$ cat config.mk
export PLATFORM = sky130hd
export DESIGN_NAME = pipe_ctl
export DESIGN_NICKNAME = d
export VERILOG_FILES = /design/src/rtl/pipe_ctl_pkg.sv /design/src/rtl/pipe_ctl_holdoff.sv /design/src/rtl/pipe_ctl.sv
export SDC_FILE = /design/constraint.sdc
export NUM_CORES = 1
export LEC_CHECK = 0
export ABC_AREA = 1
export BUFFER_PORTS_ARGS = -buffer_cell sky130_fd_sc_hd__buf_2
export CAP_MARGIN = 20
export CORE_MARGIN = 4
export CORE_UTILIZATION = 31
export CTS_CLUSTER_DIAMETER = 60
export DETAILED_ROUTE_END_ITERATION = 10
export PLACE_DENSITY_LB_ADDON = 0.1
export SYNTH_ARGS = -nofsm -noshare
export SYNTH_HDL_FRONTEND = slang
export SYNTH_SLANG_ARGS = --single-unit
$ cat constraint.sdc
create_clock -name clk -period 1.95 [get_ports clk]
set_input_delay 0.0975 -clock clk [delete_from_list [all_inputs] [get_ports clk]]
set_output_delay 0.0975 -clock clk [all_outputs]
set_load 0.01 [all_outputs]
$ cat src/rtl/pipe_ctl_pkg.sv
// Shared encodings for the Beta pipeline sequencer: PC-select codes, IR-source
// codes, FSM states and the control-output bundle.
package pipe_ctl_pkg;

  localparam logic [2:0] PC_SEL_INC   = 3'd0;
  localparam logic [2:0] PC_SEL_BR    = 3'd1;
  localparam logic [2:0] PC_SEL_JMP   = 3'd2;
  localparam logic [2:0] PC_SEL_ILLOP = 3'd3;
  localparam logic [2:0] PC_SEL_XADDR = 3'd4;
  localparam logic [2:0] PC_SEL_RESET = 3'd5;

  localparam logic [1:0] IR_SRC_DATA   = 2'd0;
  localparam logic [1:0] IR_SRC_NOP    = 2'd1;
  localparam logic [1:0] IR_SRC_EXCEPT = 2'd2;
  localparam logic [1:0] IR_SRC_HOLD   = 2'd3;

  typedef enum logic {
    ST_RUN  = 1'b0,
    ST_XCPT = 1'b1
  } state_e;

  typedef struct packed {
    logic [2:0] pc_sel;
    logic       pc_we;
    logic [1:0] ir_src_if;
    logic [1:0] ir_src_dec;
    logic       irq_ack;
    logic       busy;
  } ctl_t;

  localparam ctl_t CTL_RESET = '{
    pc_sel:     PC_SEL_RESET,
    pc_we:      1'b1,
    ir_src_if:  IR_SRC_NOP,
    ir_src_dec: IR_SRC_NOP,
    irq_ack:    1'b0,
    busy:       1'b0
  };

  function automatic logic br_taken(input logic op_jmp, input logic op_beq,
                                    input logic op_bne, input logic zr);
    return op_jmp | (op_beq & zr) | (op_bne & ~zr);
  endfunction

  // Counter width able to hold the value n (never narrower than 1 bit).
  function automatic int unsigned holdoff_width(input int unsigned n);
    return (n < 2) ? 1 : $clog2(n + 1);
  endfunction

endpackage

$ cat src/rtl/pipe_ctl_holdoff.sv
// Interrupt hold-off timer: loadable down-counter saturating at zero, with a
// zero flag that gates interrupt acceptance.
module pipe_ctl_holdoff
  import pipe_ctl_pkg::*;
#(
  parameter int unsigned LOAD_VAL = 4
) (
  input  logic clk,
  input  logic rst,
  input  logic load,
  output logic zero
);

  localparam int unsigned W = holdoff_width(LOAD_VAL);

  logic [W-1:0] cnt;

  always_ff @(posedge clk or posedge rst) begin
    if (rst) begin
      cnt <= '0;
    end else if (load) begin
      cnt <= W'(LOAD_VAL);
    end else if (cnt != '0) begin
      cnt <= cnt - W'(1);
    end
  end

  assign zero = (cnt == '0);

endmodule

$ cat src/rtl/pipe_ctl.sv
// Beta 5-stage pipeline sequencer: PC select / IR-source control, exception
// entry FSM and interrupt hold-off. PIPE_CTL_PERF_EN adds stall/flush counters.
module pipe_ctl
  import pipe_ctl_pkg::*;
#(
  parameter int unsigned IRQ_HOLDOFF = 4,
  parameter int unsigned CNT_W       = 16
) (
  input  logic             clk,
  input  logic             rst,
  input  logic             stall,
  input  logic             op_jmp,
  input  logic             op_beq,
  input  logic             op_bne,
  input  logic             zr,
  input  logic             illop,
  input  logic             irq,
  input  logic             kernel,
  input  logic             imem_valid,
  output logic [2:0]       pc_sel,
  output logic             pc_we,
  output logic [1:0]       ir_src_if,
  output logic [1:0]       ir_src_dec,
  output logic             irq_ack,
  output logic             busy
`ifdef PIPE_CTL_PERF_EN
  ,
  output logic [CNT_W-1:0] stall_cnt,
  output logic [CNT_W-1:0] flush_cnt
`endif
);

  if (IRQ_HOLDOFF < 1 || CNT_W < 1) begin : g_bad_params
    $error("pipe_ctl: IRQ_HOLDOFF and CNT_W must both be at least 1");
  end

  state_e state, state_nxt;
  ctl_t   run_ctl, ctl;
  logic   boot;
  logic   br, irq_ok, hold_zero, hold_load;
  logic   take_br, take_xcpt, stall_run;

  // Holds the reset-vector select until the first edge after rst releases.
  always_ff @(posedge clk or posedge rst) begin
    if (rst) begin
      boot <= 1'b1;
    end else begin
      boot <= 1'b0;
    end
  end

  always_ff @(posedge clk or posedge rst) begin
    if (rst) begin
      state <= ST_RUN;
    end else begin
      state <= state_nxt;
    end
  end

  pipe_ctl_holdoff #(
    .LOAD_VAL (IRQ_HOLDOFF)
  ) u_holdoff (
    .clk  (clk),
    .rst  (rst),
    .load (hold_load),
    .zero (hold_zero)
  );

  assign br     = br_taken(op_jmp, op_beq, op_bne, zr);
  assign irq_ok = irq & ~kernel & hold_zero;

  // Next state and control outputs; rst itself is folded in below so that it
  // never reaches a flop's data input.
  always_comb begin
    run_ctl = '{
      pc_sel:     PC_SEL_INC,
      pc_we:      1'b0,
      ir_src_if:  IR_SRC_NOP,
      ir_src_dec: IR_SRC_NOP,
      irq_ack:    1'b0,
      busy:       1'b0
    };
    state_nxt = ST_RUN;
    hold_load = 1'b0;
    take_br   = 1'b0;
    take_xcpt = 1'b0;
    stall_run = 1'b0;

    if (boot) begin
      run_ctl = CTL_RESET;
    end else begin
      case (state)
        ST_RUN: begin
          if (illop) begin
            run_ctl.pc_sel     = PC_SEL_ILLOP;
            run_ctl.pc_we      = 1'b1;
            run_ctl.ir_src_dec = IR_SRC_EXCEPT;
            take_xcpt          = 1'b1;
            state_nxt          = ST_XCPT;
          end else if (irq_ok && !stall) begin
            run_ctl.pc_sel     = PC_SEL_XADDR;
            run_ctl.pc_we      = 1'b1;
            run_ctl.ir_src_dec = IR_SRC_EXCEPT;
            run_ctl.irq_ack    = 1'b1;
            take_xcpt          = 1'b1;
            state_nxt          = ST_XCPT;
          end else if (stall) begin
            // Decode re-latches its word; exec gets a bubble.
            run_ctl.ir_src_if  = IR_SRC_HOLD;
            run_ctl.ir_src_dec = IR_SRC_NOP;
            stall_run          = 1'b1;
          end else if (br) begin
            run_ctl.pc_sel     = op_jmp ? PC_SEL_JMP : PC_SEL_BR;
            run_ctl.pc_we      = 1'b1;
            run_ctl.ir_src_dec = IR_SRC_DATA;
            take_br            = 1'b1;
          end else if (!imem_valid) begin
            run_ctl.ir_src_dec = IR_SRC_DATA;
          end else begin
            run_ctl.pc_we      = 1'b1;
            run_ctl.ir_src_if  = IR_SRC_DATA;
            run_ctl.ir_src_dec = IR_SRC_DATA;
          end
        end
        ST_XCPT: begin
          run_ctl.pc_we     = imem_valid;
          run_ctl.ir_src_if = imem_valid ? IR_SRC_DATA : IR_SRC_NOP;
          run_ctl.busy      = 1'b1;
          hold_load         = 1'b1;
          state_nxt         = ST_RUN;
        end
      endcase
    end
  end

  assign ctl        = rst ? CTL_RESET : run_ctl;
  assign pc_sel     = ctl.pc_sel;
  assign pc_we      = ctl.pc_we;
  assign ir_src_if  = ctl.ir_src_if;
  assign ir_src_dec = ctl.ir_src_dec;
  assign irq_ack    = ctl.irq_ack;
  assign busy       = ctl.busy;

`ifdef PIPE_CTL_PERF_EN
  logic [CNT_W-1:0] stall_q, flush_q;

  // Free-running wrap-around performance counters.
  always_ff @(posedge clk or posedge rst) begin
    if (rst) begin
      stall_q <= '0;
      flush_q <= '0;
    end else begin
      if (stall_run) begin
        stall_q <= stall_q + CNT_W'(1);
      end
      if (take_br || take_xcpt) begin
        flush_q <= flush_q + CNT_W'(1);
      end
    end
  end

  assign stall_cnt = stall_q;
  assign flush_cnt = flush_q;
`else
  logic unused_perf;
  assign unused_perf = ^{take_br, take_xcpt, stall_run};
`endif

endmodule

==> results.toml, run 1 <==
[global_routing]
grt-ovfl-total = 0
busiest_layer = "met2"
grt_pass1_vias = 398
antenna_found_initial = 0
track_usage_pct = 9.34
grt_max_degree = 7
grt_use_met3_pct = 1.17
grt_pass1_wl_microns = 1450
met1_usage_pct = 10.4
grtUsageMet2_pct = 16.8

[synth]
synth_fa_ha_area_share_pct = 5.56
seq_area_frac_synth_pct = 28.1
synth-xor-area-share_pct = 1.94
synth_top_family_by_area = "simple AND/OR/NAND/NOR gates"
synthSimpleGateAreaFrac_pct = 43.6
syn_avg_cell_area_sq_um = 6.17
synth_mux_area_share_pct = 0
ys_ff_latch = 5
synthesis.nets = 86
yosysWarningCount = 0
netlist_instances = 73
syn_area_sq_um = 450
synth.distinct_cells = 16
synth_compound_area_share_pct = 6.67

[sta]
setup_viol = 0
finalHoldViolCount = 0
fin_skew_ns = 0.00130
min_period_ns = 1.80
finalSetupTns_ns = 0
timing.fmax_ghz = 0.556
slew_violations = 0
fin_crit_sh_pct = 92.3
hold_slack_ns = 0.296
rsz0062_at_grt = "false"

[setup_path]
timing.critical_path.mode_cell = "nor2_1"
critPathLaunch = "rst"
max_stage_delay_ns = 0.54
cp-start-kind = "primary input"
worstSetupPathType = "primary input to output pin"
crit_arrival_ns = 1.70
cp_slowest_cell = "dlygate4sd3_1"
path_cells = "dlygate4sd3_1 > buf_2 > inv_1 > nand2_1 > nor2_1 > nand3_1 > nor2_1 > nor2_1 > buf_2"
rr_startpoint = "u_holdoff.cnt[0]"
r2r_end = "state"
worstPathRequired_ns = 1.85
worstSetupEndpointType = "output pin"
crit_path_end = "ir_src_if[0]"
reg2reg_depth = 8
r2r_slack_ns = 0.73
critPathMaxFanout = 6

[flow_run]
max-cap-violations = 0

[finish]
synthToLayoutAreaGrowth_pct = 34.4
fin_util_pct = 45.4
antenna_cells = 0
nets = 112
nFillCells = 155
drive_above_1_share_pct = 29.6

[floorplan]
dieWidth_microns = 46.1
coreArea_sq_um = 1330
die_h_microns = 46.1
start_util_pct = 33.8
rows = 13
die_area_sq_um = 2130
io_pins = 21

[cts]
cts.sinks = 5
ctsHoldBuffers = 1
insertion_delay_ns = 0.23
htree_levels = 1
clockBufferDepth = 2
tritoncts = "built"
root_buffer = "clkbuf_4"
numCtsBuffers = 3
ctsResizeCount = 0
cts.clk_slew.worst_paths_ns = 0.04
cts_setup_buffers = 0

[outcome]
outcome = "finished clean"

[detailed_routing]
drt_first_pass_iters = 4
viasPerCell = 4.23
wire_per_inst_microns = 8.62
drt-initial-drc-count = 12
drt-total-wl_microns = 974
postRouteAntennaNets = 0
vias = 478
drc = 0

[pwr]
pwr-share-seq_pct = 32.0
ir_worst_vdd_v = 0.000614
cellLeakagePower_nw = 0.354
powerDensity_nw_per_um2 = 830
swShare_pct = 37.8
power_switching_mw = 0.190
intPower_mw = 0.313
pwr-share-clk_pct = 22.4
pwr-share-comb_pct = 45.5

[place]
port_buffers = 20
gp_congestion = 0.789
hpwl_microns = 826

[worst_hold_path]
whs_path_depth = 6
hold_class = "primary input to register"
## registers in the layout, summed over array words and instances (netlist names)
name           cells
boot               1
state              1
u_holdoff.cnt      3
## kinds of logic after synthesis
kind of cell / after synthesis
xor+xnor: 1
flops: 5
fa+ha+maj: 2
compound gates: 6
other cells: 1
simple gates: 42
buf+inv: 16
## how the worst min path moves through the flow
stage,startpoint,endpoint
after global routing,kernel,state
final,kernel,state
after floorplan,rst,state
after detailed placement,rst,u_holdoff.cnt[2]
after global placement,rst,state
after CTS,kernel,state
## worst max-delay path, delay by kind of cell
kind,cells,cell delay (ns)
buf+inv,4,0.99
simple gates,5,0.62
## cell usage in the layout (no fill, tap or decap)
master,count
dlygate4sd3_1,1
nor2_1,12
buf_2,20
nand3_1,5
clkbuf_4,3
xnor2_1,1
or2_4,1
o21ai_0,2
nor2_4,1
dfrtp_1,4
dfstp_2,1
nor2_2,2
ha_1,2
nand3_4,1
nand2_1,19
conb_1,1
a21oi_1,4
nor3_1,1
clkbuf_1,1
inv_1,16
## layout make-up
class,instances,area (sq um),area share [%]
multi-input cells,52,264,43.6
flip-flops and latches,5,126,20.9
repair buffers,21,110,18.2
inverters,16,60.1,9.92
clock buffers,4,26.3,4.34
well taps,15,18.8,3.10
## per-stage QoR
stage | total power, mW | cell area [sq um] | std cells | worst slack (ns)
floorplan | 0.337 | 450 | 73 | 0.641
global placement | 0.393 | 569 | 108 | 0.523
detailed placement | 0.393 | 569 | 108 | 0.501
CTS | 0.513 | 606 | 113 | 0.149
global route | 0.557 | 606 | 113 | 0.0118
finish | 0.503 | 606 | 113 | 0.150
## per-layer routing
layer / share of wire [%] / wire (microns)
met3: 5.9 / 57
met4: 0 / 0
met5: 0 / 0
met1: 43 / 423
met2: 51 / 494
## Yosys cell counts, drive strengths merged
master | n | share of area, %
nand2 | 19 | 16
inv | 16 | 13
nor2 | 15 | 15
nand3 | 6 | 9.4
a21oi | 4 | 4.4
dfrtp | 4 | 22
ha | 2 | 5.6
o21ai | 2 | 2.2
conb | 1 | 0.83
dfstp | 1 | 5.8
nor3 | 1 | 1.1
or2 | 1 | 1.9
xnor2 | 1 | 1.9
## power by group through the flow
stage               registers, mW  clock network, mW  logic, mW
finish                      0.161              0.113      0.229
global route                0.165              0.129      0.263
CTS                         0.161              0.118      0.233
detailed placement          0.163                  0      0.231
global placement            0.163                  0      0.231
floorplan                   0.160                  0      0.177
(Power assumes the default switching activity.)
==> run 2, diff against run 1 <==
- RECOVER_POWER: not set -> 50
==> run 2 against run 1 <==
Against the previous run:
- register-to-register slack about the same
- core utilization decreased by 0.094 points
- flip-flop and latch count unchanged
- clock power about the same
- count of clock-buffer cells in the layout unchanged
- die area unchanged
- sequential share of layout area about the same
==> results.toml, run 2 (synthesized netlist as in run 1, its figures left out) <==
[setup_path]
path_cells = "dlygate4sd3_1 > buf_2 > inv_1 > nand2_1 > nor2_1 > nand3_1 > nor2_1 > nor2_1 > buf_2"
reg2reg_depth = 8
timing.critical_path.mode_cell = "nor2_1"
critPathMaxFanout = 6
worstPathRequired_ns = 1.85
path_buf_inv = 4
r2r_end = "state"
worstSetupEndpointType = "output pin"
rr_startpoint = "u_holdoff.cnt[0]"
r2r_slack_ns = 0.73
crit_arrival_ns = 1.70
crit_family = "buffers and inverters"
cp_slowest_cell = "dlygate4sd3_1"
worstSetupPathType = "primary input to output pin"
max_stage_delay_ns = 0.54
cp-start-kind = "primary input"

[cts]
cts_setup_buffers = 0
root_buffer = "clkbuf_4"
tritoncts = "built"
cts.clk_slew.worst_paths_ns = 0.04
cts.sinks = 5
clockBufferDepth = 2
htree_levels = 1
ctsHoldBuffers = 1
numCtsBuffers = 3
ctsResizeCount = 0
insertion_delay_ns = 0.23

[pwr]
power_mw = 0.503
ir_worst_vdd_v = 0.000614
cellLeakagePower_nw = 0.350
powerDensity_nw_per_um2 = 832

[finish]
multi_input_area_sq_um = 264
reg.largest.list = "u_holdoff.cnt x3, boot x1, state x1"
final_cell_area_sq_um = 604
fin_util_pct = 45.3
antenna_cells = 0
largest_register_ffs = 3
top_register = "u_holdoff.cnt"
final_cells = 113
final_cell_mix = "nand2_1 (19), buf_2 (19), inv_1 (16)"
nets = 112
synthToLayoutAreaGrowth_pct = 34.2
drive_above_1_share_pct = 28.6
area.sequential_sq_um = 126
nFillCells = 153

[sta]
slew_violations = 0
fin_skew_ns = 0.00130
finalHoldViolCount = 0
fin_ws_ns = 0.150
rsz0062_at_grt = "false"
fin_crit_sh_pct = 92.3
timing.fmax_ghz = 0.556
finalSetupTns_ns = 0
hold_slack_ns = 0.296
min_period_ns = 1.80
setup_viol = 0

[global_routing]
grt_pass1_wl_microns = 1450
met1_usage_pct = 10.4
grt-ovfl-total = 0
grt_pass1_vias = 398
grt_max_degree = 7
grt_use_met3_pct = 1.17
grtUsageMet2_pct = 16.8
antenna_found_initial = 0
busiest_layer = "met2"
track_usage_pct = 9.34

[worst_hold_path]
hold_class = "primary input to register"
whs_path_depth = 6
min_to = "state"
min_from = "kernel"

[floorplan]
dieWidth_microns = 46.1
coreArea_sq_um = 1330
die_h_microns = 46.1
start_util_pct = 33.8
die_area_sq_um = 2130
rows = 13
io_pins = 21

[detailed_routing]
postRouteAntennaNets = 0
drt-total-wl_microns = 974
vias = 478
viasPerCell = 4.23
wire_per_inst_microns = 8.62
drc = 0
drt-initial-drc-count = 12
drt_first_pass_iters = 4

[place]
place_inst = 108
hpwl_microns = 826
place_ws_ns = 0.501
port_buffers = 20
dpl_cell_area_sq_um = 569
gp_congestion = 0.789

[outcome]
outcome = "finished clean"

[flow_run]
max-cap-violations = 0
## run 2: layout make-up
| type | count | share of cell area (%) |
|---|---|---|
| Inverter | 16 | 9.94 |
| Multi-Input combinational cell | 52 | 43.7 |
| Timing Repair Buffer | 21 | 18.0 |
| Tap cell | 15 | 3.11 |
| Sequential cell | 5 | 20.9 |
| Clock buffer | 4 | 4.35 |
## run 2: worst max-delay path by stage
stage | startpoint | to | cells past startpoint
after detailed placement | u_holdoff.cnt[0] | irq_ack | 8
after global routing | rst | ir_src_if[0] | 9
after CTS | rst | ir_src_if[0] | 9
final | rst | ir_src_if[0] | 9
after floorplan | u_holdoff.cnt[0] | irq_ack | 7
after global placement | u_holdoff.cnt[0] | irq_ack | 8
## run 2: report_power, final
group / internal, mW / switching (mW) / total (mW)
Sequential: 0.142 / 0.0190 / 0.161
Combinational: 0.0936 / 0.135 / 0.229
Clock: 0.0769 / 0.0359 / 0.113
Total: 0.313 / 0.190 / 0.503
## run 2: routing by layer
layer,vias up,part of all wire [%]
met2,12,51
li1,269,-
met1,197,43
met3,0,5.9
met4,0,0
met5,-,0
## run 2: worst register-to-register path, stage by stage, from the launching register on
cell	delay, ns
dfrtp_1	0.35
inv_1	0.10
ha_1	0.15
inv_1	0.06
nor2_4	0.14
nand3_4	0.11
nand2_1	0.10
nand2_1	0.06
nor2_1	0.08
==> run 3, diff against run 2 <==
==> constraint.sdc (replaced) <==
create_clock -name clk -period 1.95 [get_ports clk]
set_input_delay 0.0975 -clock clk [delete_from_list [all_inputs] [get_ports clk]]
set_output_delay 0.0975 -clock clk [all_outputs]
set_load 0.005 [all_outputs]
==> run 3 against run 2 <==
Against the previous run:
- final cell count did not move
- non-clock buffer count did not move
- die area did not move
- count of clock-buffer cells in the layout did not move
- wire length fell by 2.7%
- setup slack improved by 0.031 ns
- clock skew rose by 0.00055 ns
- flip-flop and latch count did not move
- critical path depth did not move
- sequential share of layout area barely moved
- largest power group unchanged
- highest routed layer unchanged
==> results.toml, run 3 (synthesized netlist as in run 1, its figures left out) <==
[cts]
clockBufferDepth = 2
cts_setup_buffers = 0
insertion_delay_ns = 0.23
ctsResizeCount = 0
cts.clk_slew.worst_paths_ns = 0.04
htree_levels = 1
cts.sinks = 5
numCtsBuffers = 3
tritoncts = "built"
root_buffer = "clkbuf_4"

[global_routing]
grt-ovfl-total = 0
antenna_found_initial = 0
grt_pass1_wl_microns = 1410
track_usage_pct = 9.50
grt_pass1_vias = 379
grt_max_degree = 7

[setup_path]
critPathMaxFanout = 6
r2r_slack_ns = 0.73
path_cells = "dlygate4sd3_1 > clkbuf_1 > inv_1 > nand2_1 > nor2_1 > nand3_1 > nor2_1 > nor2_1 > buf_2"
crit_family = "buffers and inverters"
timing.critical_path.mode_cell = "nor2_1"
worstSetupEndpointType = "output pin"
crit_arrival_ns = 1.67
cp_slowest_cell = "dlygate4sd3_1"
worstSetupPathType = "primary input to output pin"
max_stage_delay_ns = 0.54
worstPathRequired_ns = 1.85
cp-start-kind = "primary input"
path_buf_inv = 4

[flow_run]
max-cap-violations = 0

[pwr]
cellLeakagePower_nw = 0.347
powerDensity_nw_per_um2 = 827
ir_worst_vdd_v = 0.000602

[finish]
final_cell_mix = "nand2_1 (19), buf_2 (18), inv_1 (16)"
antenna_cells = 0
fin_util_pct = 45.2
final_cell_area_sq_um = 603
top_register = "u_holdoff.cnt"
largest_register_ffs = 3
final_cells = 113
reg.largest.list = "u_holdoff.cnt x3, boot x1, state x1"
final_common_cell = "nand2_1"
drive_above_1_share_pct = 27.6
synthToLayoutAreaGrowth_pct = 33.9
nets = 112

[worst_hold_path]
hold_class = "primary input to register"

[place]
port_buffers = 20
dpl_cell_area_sq_um = 569
hpwl_microns = 804
place_inst = 108
gp_congestion = 0.789

[floorplan]
coreArea_sq_um = 1330
die_h_microns = 46.1
io_pins = 21
rows = 13
die_area_sq_um = 2130
start_util_pct = 33.8
dieWidth_microns = 46.1

[detailed_routing]
postRouteAntennaNets = 0
drc = 0
drt_first_pass_iters = 4
vias = 475
drt-initial-drc-count = 14
wire_per_inst_microns = 8.39
viasPerCell = 4.20
drt-total-wl_microns = 948

[sta]
rsz0062_at_grt = "false"
hold_slack_ns = 0.295
timing.fmax_ghz = 0.565
fin_skew_ns = 0.00185
fin_crit_sh_pct = 90.7
finalHoldViolCount = 0
min_period_ns = 1.77
slew_violations = 0
setup_viol = 0
finalSetupTns_ns = 0

[outcome]
outcome = "finished clean"
[run 3: cell types whose count changed in the layout (fill, tap and decap cells not counted), sizes merged]
cell	before	now
clkbuf	5	6
buf	19	18
[run 3: worst register-to-register path: stages (launching register included)]
cell,delay (ns)
dfrtp_1,0.35
inv_1,0.10
ha_1,0.15
inv_1,0.06
nor2_4,0.14
nand3_4,0.11
nand2_1,0.09
nand2_1,0.06
nor2_1,0.09
[run 3: report_power, final]
group / total (mW) / switching, mW / internal (mW) / leakage (nW)
registers: 0.161 / 0.0190 / 0.142 / 0.0591
logic: 0.225 / 0.132 / 0.0931 / 0.273
clock network: 0.113 / 0.0356 / 0.0769 / 0.0150
[run 3: routing by layer]
| metal | GRT usage [%] | vias to the layer above | wire [microns] |
|---|---|---|---|
| met5 | 0 | - | 0 |
| met3 | 2.34 | 0 | 61 |
| met2 | 15.7 | 12 | 472 |
| met1 | 10.4 | 191 | 414 |
| li1 | - | 272 | - |
| met4 | 6.82 | 0 | 0 |
[run 3: final timing paths]
kind / start / to / cells after the start
max in group asynchronous: rst / boot / 3
worst min register to register: boot / state / 1
min in group asynchronous: rst / state / 3
worst max register to register: u_holdoff.cnt[0] / state / 8
worst min-delay path: kernel / state / 6
worst max-delay path: rst / ir_src_if[0] / 9
[run 3: final cells by class]
class                           instances  area (sq um)
Timing Repair Buffer                   21           108
Clock buffer                            4          26.3
Inverter                               16          60.1
Multi-Input combinational cell         52           264
Tap cell                               15          18.8
Fill cell                             147           731
Sequential cell                         5           126
[run 3: timing repair]
item | CTS | global route
hold buffers | 1 | 0
endpoints found under the hold margin | 4 | 0
setup endpoints to repair | 0 | 0
[run 3: per-stage QoR]
step / power (mW) / setup WS, ns
2_1_floorplan: 0.334 / 0.679
3_3_place_gp: 0.390 / 0.541
3_5_place_dp: 0.390 / 0.521
4_1_cts: 0.511 / 0.183
5_1_grt: 0.551 / 0.0265
6_report: 0.499 / 0.181
